$ cat src/rtl/pic_eep_pkg.sv
// Shared types and defaults for the PIC16F84 data-EEPROM responder.
// State encoding, default geometry/timing, and the counter width helper.
package pic_eep_pkg;

  typedef enum logic [1:0] {
    IDLE    = 2'd0,
    RD_WAIT = 2'd1,
    WR_PROG = 2'd2,
    DONE    = 2'd3
  } eep_state_e;

  localparam int DEF_ADDR_W       = 6;
  localparam int DEF_READ_LAT     = 2;
  localparam int DEF_WRITE_CYCLES = 16;

  function automatic int cnt_width(input int a, input int b);
    int m;
    m = (a > b) ? a : b;
    return $clog2(m) + 1;
  endfunction

endpackage

$ cat src/rtl/pic_eeprom_ctrl_if.sv
// Core <-> data-EEPROM request/acknowledge bus; master is the CPU core.
// Requests are levels, acks are single-cycle pulses.
interface pic_eeprom_ctrl_if;
  logic [7:0] eepadr;
  logic [7:0] eepdtout;
  logic       readeepreq;
  logic       writeeepreq;
  logic [7:0] eepdtin;
  logic       readeepack;
  logic       writeeepack;
  logic       existeeprom;
  logic       eep_busy;

  modport master (
    output eepadr, eepdtout, readeepreq, writeeepreq,
    input  eepdtin, readeepack, writeeepack, existeeprom, eep_busy
  );

  modport slave (
    input  eepadr, eepdtout, readeepreq, writeeepreq,
    output eepdtin, readeepack, writeeepack, existeeprom, eep_busy
  );
endinterface

$ cat src/rtl/pic_eeprom_ctrl_eep_array.sv
// Byte-wide 2**ADDR_W storage: synchronous write, registered read, 1-cycle read latency.
// No reset and no backpressure; contents survive controller reset.
module eep_array
  import pic_eep_pkg::*;
#(
  parameter int ADDR_W = DEF_ADDR_W
) (
  input  logic              clkin,
  input  logic              we,
  input  logic [ADDR_W-1:0] wr_addr,
  input  logic [7:0]        wr_dat,
  input  logic [ADDR_W-1:0] rd_addr,
  output logic [7:0]        rd_dat
);

  logic [7:0] mem [2**ADDR_W];

  always_ff @(posedge clkin) begin
    if (we) begin
      mem[wr_addr] <= wr_dat;
    end
    rd_dat <= mem[rd_addr];
  end

endmodule

$ cat src/rtl/pic_eeprom_ctrl.sv
// Data-EEPROM responder: read ack READ_LAT cycles, write ack WRITE_CYCLES cycles after acceptance.
// One operation at a time; requests are ignored while busy and in the DONE cycle.
module pic_eeprom_ctrl
  import pic_eep_pkg::*;
#(
  parameter int ADDR_W       = DEF_ADDR_W,
  parameter int READ_LAT     = DEF_READ_LAT,
  parameter int WRITE_CYCLES = DEF_WRITE_CYCLES
) (
  input  logic              clkin,
  input  logic              ponrst_n,
  pic_eeprom_ctrl_if.slave  eep
);

  localparam int CNT_W = cnt_width(READ_LAT, WRITE_CYCLES);
  localparam logic [CNT_W-1:0] RD_LOAD = CNT_W'(READ_LAT - 1);
  localparam logic [CNT_W-1:0] WR_LOAD = CNT_W'(WRITE_CYCLES - 1);

  eep_state_e        state;
  logic [CNT_W-1:0]  cnt;
  logic [ADDR_W-1:0] addr_q;
  logic [7:0]        data_q;
  logic [7:0]        dtin_q;
  logic              rd_ack_q;
  logic              wr_ack_q;
  logic              busy_q;

  logic              arr_we;
  logic [ADDR_W-1:0] arr_rd_addr;
  logic [7:0]        arr_rd_dat;
  logic              unused_adr_hi;

  // Upper address bits alias onto the array.
  assign unused_adr_hi = ^eep.eepadr[7:ADDR_W];

  // In IDLE the array is addressed straight from the bus so a READ_LAT of 1
  // still finds valid registered read data on the ack edge.
  assign arr_rd_addr = (state == IDLE) ? eep.eepadr[ADDR_W-1:0] : addr_q;
  assign arr_we      = (state == WR_PROG) && (cnt == '0);

  eep_array #(.ADDR_W(ADDR_W)) u_array (
    .clkin   (clkin),
    .we      (arr_we),
    .wr_addr (addr_q),
    .wr_dat  (data_q),
    .rd_addr (arr_rd_addr),
    .rd_dat  (arr_rd_dat)
  );

  always_ff @(posedge clkin or negedge ponrst_n) begin
    if (!ponrst_n) begin
      state    <= IDLE;
      cnt      <= '0;
      addr_q   <= '0;
      data_q   <= '0;
      dtin_q   <= '0;
      rd_ack_q <= 1'b0;
      wr_ack_q <= 1'b0;
      busy_q   <= 1'b0;
    end else begin
      rd_ack_q <= 1'b0;
      wr_ack_q <= 1'b0;
      case (state)
        IDLE: begin
          if (eep.writeeepreq) begin
            addr_q <= eep.eepadr[ADDR_W-1:0];
            data_q <= eep.eepdtout;
            cnt    <= WR_LOAD;
            busy_q <= 1'b1;
            state  <= WR_PROG;
          end else if (eep.readeepreq) begin
            addr_q <= eep.eepadr[ADDR_W-1:0];
            cnt    <= RD_LOAD;
            busy_q <= 1'b1;
            state  <= RD_WAIT;
          end
        end
        RD_WAIT: begin
          if (cnt == '0) begin
            dtin_q   <= arr_rd_dat;
            rd_ack_q <= 1'b1;
            state    <= DONE;
          end else begin
            cnt <= cnt - 1'b1;
          end
        end
        WR_PROG: begin
          if (cnt == '0) begin
            wr_ack_q <= 1'b1;
            state    <= DONE;
          end else begin
            cnt <= cnt - 1'b1;
          end
        end
        DONE: begin
          busy_q <= 1'b0;
          state  <= IDLE;
        end
        default: begin
          busy_q <= 1'b0;
          state  <= IDLE;
        end
      endcase
    end
  end

  assign eep.eepdtin     = dtin_q;
  assign eep.readeepack  = rd_ack_q;
  assign eep.writeeepack = wr_ack_q;
  assign eep.existeeprom = 1'b1;
  assign eep.eep_busy    = busy_q;

endmodule
$ cat src/flat_wrapper.sv
// flat-port wrapper written by rule: the top's interface ports become plain ports
module pic_eeprom_ctrl_flat import pic_eep_pkg::*;
#(
  parameter int ADDR_W       = DEF_ADDR_W,
  parameter int READ_LAT     = DEF_READ_LAT,
  parameter int WRITE_CYCLES = DEF_WRITE_CYCLES
)
  (clkin, ponrst_n, eep_eepadr, eep_eepdtout, eep_readeepreq, eep_writeeepreq, eep_eepdtin, eep_readeepack, eep_writeeepack, eep_existeeprom, eep_eep_busy);
  pic_eeprom_ctrl_if eep_i ();
  input  logic clkin;
  input  logic ponrst_n;
  input wire logic [$bits(eep_i.eepadr)-1:0] eep_eepadr;
  input wire logic [$bits(eep_i.eepdtout)-1:0] eep_eepdtout;
  input wire logic [$bits(eep_i.readeepreq)-1:0] eep_readeepreq;
  input wire logic [$bits(eep_i.writeeepreq)-1:0] eep_writeeepreq;
  output wire logic [$bits(eep_i.eepdtin)-1:0] eep_eepdtin;
  output wire logic [$bits(eep_i.readeepack)-1:0] eep_readeepack;
  output wire logic [$bits(eep_i.writeeepack)-1:0] eep_writeeepack;
  output wire logic [$bits(eep_i.existeeprom)-1:0] eep_existeeprom;
  output wire logic [$bits(eep_i.eep_busy)-1:0] eep_eep_busy;
  assign eep_i.eepadr = eep_eepadr;
  assign eep_i.eepdtout = eep_eepdtout;
  assign eep_i.readeepreq = eep_readeepreq;
  assign eep_i.writeeepreq = eep_writeeepreq;
  assign eep_eepdtin = eep_i.eepdtin;
  assign eep_readeepack = eep_i.readeepack;
  assign eep_writeeepack = eep_i.writeeepack;
  assign eep_existeeprom = eep_i.existeeprom;
  assign eep_eep_busy = eep_i.eep_busy;
  pic_eeprom_ctrl #(.ADDR_W(ADDR_W), .READ_LAT(READ_LAT), .WRITE_CYCLES(WRITE_CYCLES)) u_core (.clkin(clkin), .ponrst_n(ponrst_n), .eep(eep_i));
endmodule
$ cat config.mk
export PLATFORM = sky130hd
export DESIGN_NAME = pic_eeprom_ctrl_flat
export DESIGN_NICKNAME = d
export VERILOG_FILES = /design/src/rtl/pic_eep_pkg.sv /design/src/rtl/pic_eeprom_ctrl_if.sv /design/src/rtl/pic_eeprom_ctrl_eep_array.sv /design/src/rtl/pic_eeprom_ctrl.sv /design/src/flat_wrapper.sv
export SDC_FILE = /design/constraint.sdc
export NUM_CORES = 1
export LEC_CHECK = 0
export BUFFER_PORTS_ARGS = -buffer_cell sky130_fd_sc_hd__buf_2
export CAP_MARGIN = 20
export CORE_ASPECT_RATIO = 0.9
export CORE_MARGIN = 5
export CORE_UTILIZATION = 57
export DETAILED_ROUTE_END_ITERATION = 8
export PLACE_DENSITY = 0.76
export SLEW_MARGIN = 25
export SYNTH_ARGS = -nofsm -noshare
export SYNTH_HDL_FRONTEND = slang
export SYNTH_SLANG_ARGS = --single-unit
$ cat constraint.sdc
create_clock -name clkin -period 2.28 [get_ports clkin]
set_input_delay 0.342 -clock clkin [delete_from_list [all_inputs] [get_ports clkin]]
set_output_delay 0.342 -clock clkin [all_outputs]
set_load 0.05 [all_outputs]
==> metrics <==
IO buf count 28; Crit path top cell by count buf_12; failing checks setup timing; Core Area 0.0427 mm²; Final Max Slew Viols 0; first-pass GRT wire length 121000 µm; Initial Util 0.573; largest net degree at the start of global routing 54; Die Wd 228 µm; Worst Path Class, Setup flip-flop to flip-flop; post-synth top area cell edfxtp_1; die height 207 µm; syn avg cell area 11.7 µm²; vias 21200; final-report hold violation count 0; Final period util 1.22; CP peak stage delay 0.50 ns; Setup TNS -13.74 ns; status complete, but fails checks; Yosys cell types 68; P_leak 11.2 nW; sequential share of the synthesized area 0.667; CP Buf/Inv Count 5; Final setup viols 201; initial DRC count 3911; Largest delay share family, worst path simple AND/OR/NAND/NOR gates; fin nets 2456; worst path cell trace inv_2 -> ha_4 -> buf_12 -> mux2i_4 -> buf_12 -> buf_6 -> buf_12 -> a21oi_1 -> nor3_1 -> nor4_4 -> nor4_2; Fmax 359 MHz; Die Footprint 0.0472 mm²; DRC 0; DP Wirelength 48800 µm; R2R Setup Slk -0.51 ns; Post-DRT Antenna Nets 0; Initial DRT Pass Iterations 9; CP max stage cell nor3_1; power density over cell area 1420 mW/mm²; number of placed cells counting well taps 2850; Avg Vias per Cell 6.99; CP required 2.80 ns; CTS tree yes; layout cells sized above 1 0.316; Slew headroom 0.275; Final Wtd Congestion 0.984; Area Overhead vs Synth 30.1%; Startpoint Class flip-flop; actual slew at the worst max-slew pin 1.08 ns; worst path setup slack after routing -0.506 ns; clk sink count 552; Synth Instances 2093; initial antenna violation count 3; asr flop ratio synth 0.0580; # fillers 2418; Post-Route WL 85700 µm; Clock Tree Buf Depth 3; skew final 0.0210 ns; vias in the first global route 19900; synthesis-stage register bit count 552; Synth top area share 0.628; worst vdd ir 0.900 mV; I/O pin count 32; Avg WL per Cell 28.3 µm; top area cells in the synthesized netlist edfxtp_1 (63%), a21oi_1 (13%), nand2_1 (4.5%); Root Buffer clkbuf_16; CTS Buf Count 53; H-tree depth 2; max cap viols 0; Syn Std Cell Area 0.0245 mm²; Finished Layout Cells 3032; Finished Core Util 0.746; remaining global-route overflow 0; Skew-Pair Late Insertion Delay 0.61 ns; type of the worst min-delay path input pin to flip-flop; syn nets 2118; commonest cells after routing, fill and taps aside a21oi_1 (552), edfxtp_1 (512), nand2_1 (294), buf_4 (248), a21oi_2 (74); Setup crit end kind flip-flop; Critical Path AT 3.30 ns; Cell Rows 72; YS warnings 0; clock slew at reported path FFs 0.07 ns; EDFF count, synth 512; Hold WS 0.0721 ns; crit path time final 2.79 ns; Total GRT Usage 0.334; RSZ-0062 raised after global routing yes; Overall Power 45.3 mW; dominant synthesized flop cell edfxtp_1; crit path max fanout 19; commonest non-fill, non-tap cell in the layout a21oi_1
## final timing paths
kind	start	cells past startpoint	to
min	eep_writeeepreq	2	u_core.state[0]
max in group asynchronous	ponrst_n	2	u_core.addr_q[0]
min in group asynchronous	ponrst_n	2	u_core.cnt[3]
min reg2reg	u_core.u_array.rd_dat[4]	1	u_core.eep.eepdtin[4]
max	u_core.state[0]	11	u_core.u_array.rd_dat[1]
max reg2reg	u_core.state[0]	11	u_core.u_array.rd_dat[1]
## sequential cells by signal, summed over array words and instances (netlist names), 2 cells and up
| register | count |
|---|---|
| u_core.cnt | 5 |
| u_core.addr_q | 6 |
| u_core.eep.eepdtin | 8 |
| u_core.data_q | 8 |
| u_core.u_array.rd_dat | 8 |
| u_core.u_array.mem | 512 |
| u_core.state | 2 |
## Yosys cell counts (2+ instances only)
| master | instances |
|---|---|
| a21oi_1 | 620 |
| edfxtp_1 | 512 |
| nand2_1 | 296 |
| buf_2 | 86 |
| nor2_1 | 82 |
| o22ai_1 | 80 |
| nor3_1 | 36 |
| o21ai_0 | 36 |
| dfrtp_1 | 32 |
| o221ai_1 | 32 |
| o21ai_1 | 25 |
| buf_6 | 22 |
| buf_4 | 20 |
| nor4_1 | 20 |
| mux2_2 | 19 |
| a22oi_1 | 18 |
| clkbuf_1 | 18 |
| a21oi_2 | 13 |
| nand4_1 | 13 |
| inv_1 | 12 |
| dfxtp_1 | 8 |
| nand2b_1 | 7 |
| nand3_1 | 7 |
| nand3b_1 | 6 |
| o21bai_1 | 6 |
| buf_1 | 5 |
| ha_1 | 5 |
| a31oi_1 | 3 |
| nor2b_1 | 3 |
| o22a_1 | 3 |
| o32ai_1 | 3 |
| or3_1 | 3 |
| a221oi_1 | 2 |
| a22o_1 | 2 |
| a22oi_2 | 2 |
| and2_1 | 2 |
| and3_1 | 2 |
| nor3b_1 | 2 |
## metrics by stage
step / area (µm²) / worst slack [ns]
floorplan: 24500 / -0.114
global placement: 27500 / -0.892
detailed placement: 27500 / -0.889
CTS: 31100 / -0.322
global route: 31900 / -0.577
finish: 31900 / -0.506
## kinds of logic after synthesis
group	count (synthesis)	share of synthesized area
compound gates	859	0.194
flops	552	0.667
simple gates	490	0.0861
buf+inv	165	0.0395
mux	21	0.0101
fa+ha+maj	5	0.00255
other cells	1	0.000153
## what timing repair did
action / CTS / global route
buffers inserted: 47 / 22
hold endpoints to repair: 40 / 0
cloned: 9 / 4
resized for setup: 272 / 129
pin swaps: 61 / 55
hold buffers: 9 / 0
endpoints found under the setup margin: 520 / 520
## per-layer routing
| layer | vias up | share of wire | track usage |
|---|---|---|---|
| met5 | - | 0.00049 | 0 |
| met4 | 6 | 0.067 | 0.177 |
| met3 | 481 | 0.14 | 0.0799 |
| met2 | 1979 | 0.45 | 0.525 |
| met1 | 10100 | 0.34 | 0.440 |
| li1 | 8672 | - | - |
## power breakdown
group          switching [mW]  internal (mW)
Combinational            13.7           8.71
Clock                    3.88           5.19
Sequential              0.924           12.9
Total                    18.5           26.7
## area by class of cell
cell class	count	area [µm²]	share of cell area
Sequential cell	552	16300	0.513
Tap cell	555	694	0.0218
Multi-Input combinational cell	1376	8450	0.265
Inverter	13	48.8	0.00153
Clock inverter	38	363	0.0114
Clock buffer	62	1400	0.0440
Timing Repair Buffer	435	4550	0.143
Antenna cell	1	2.50	0.0000785
Note: power is estimated with default switching activity, not from simulation.
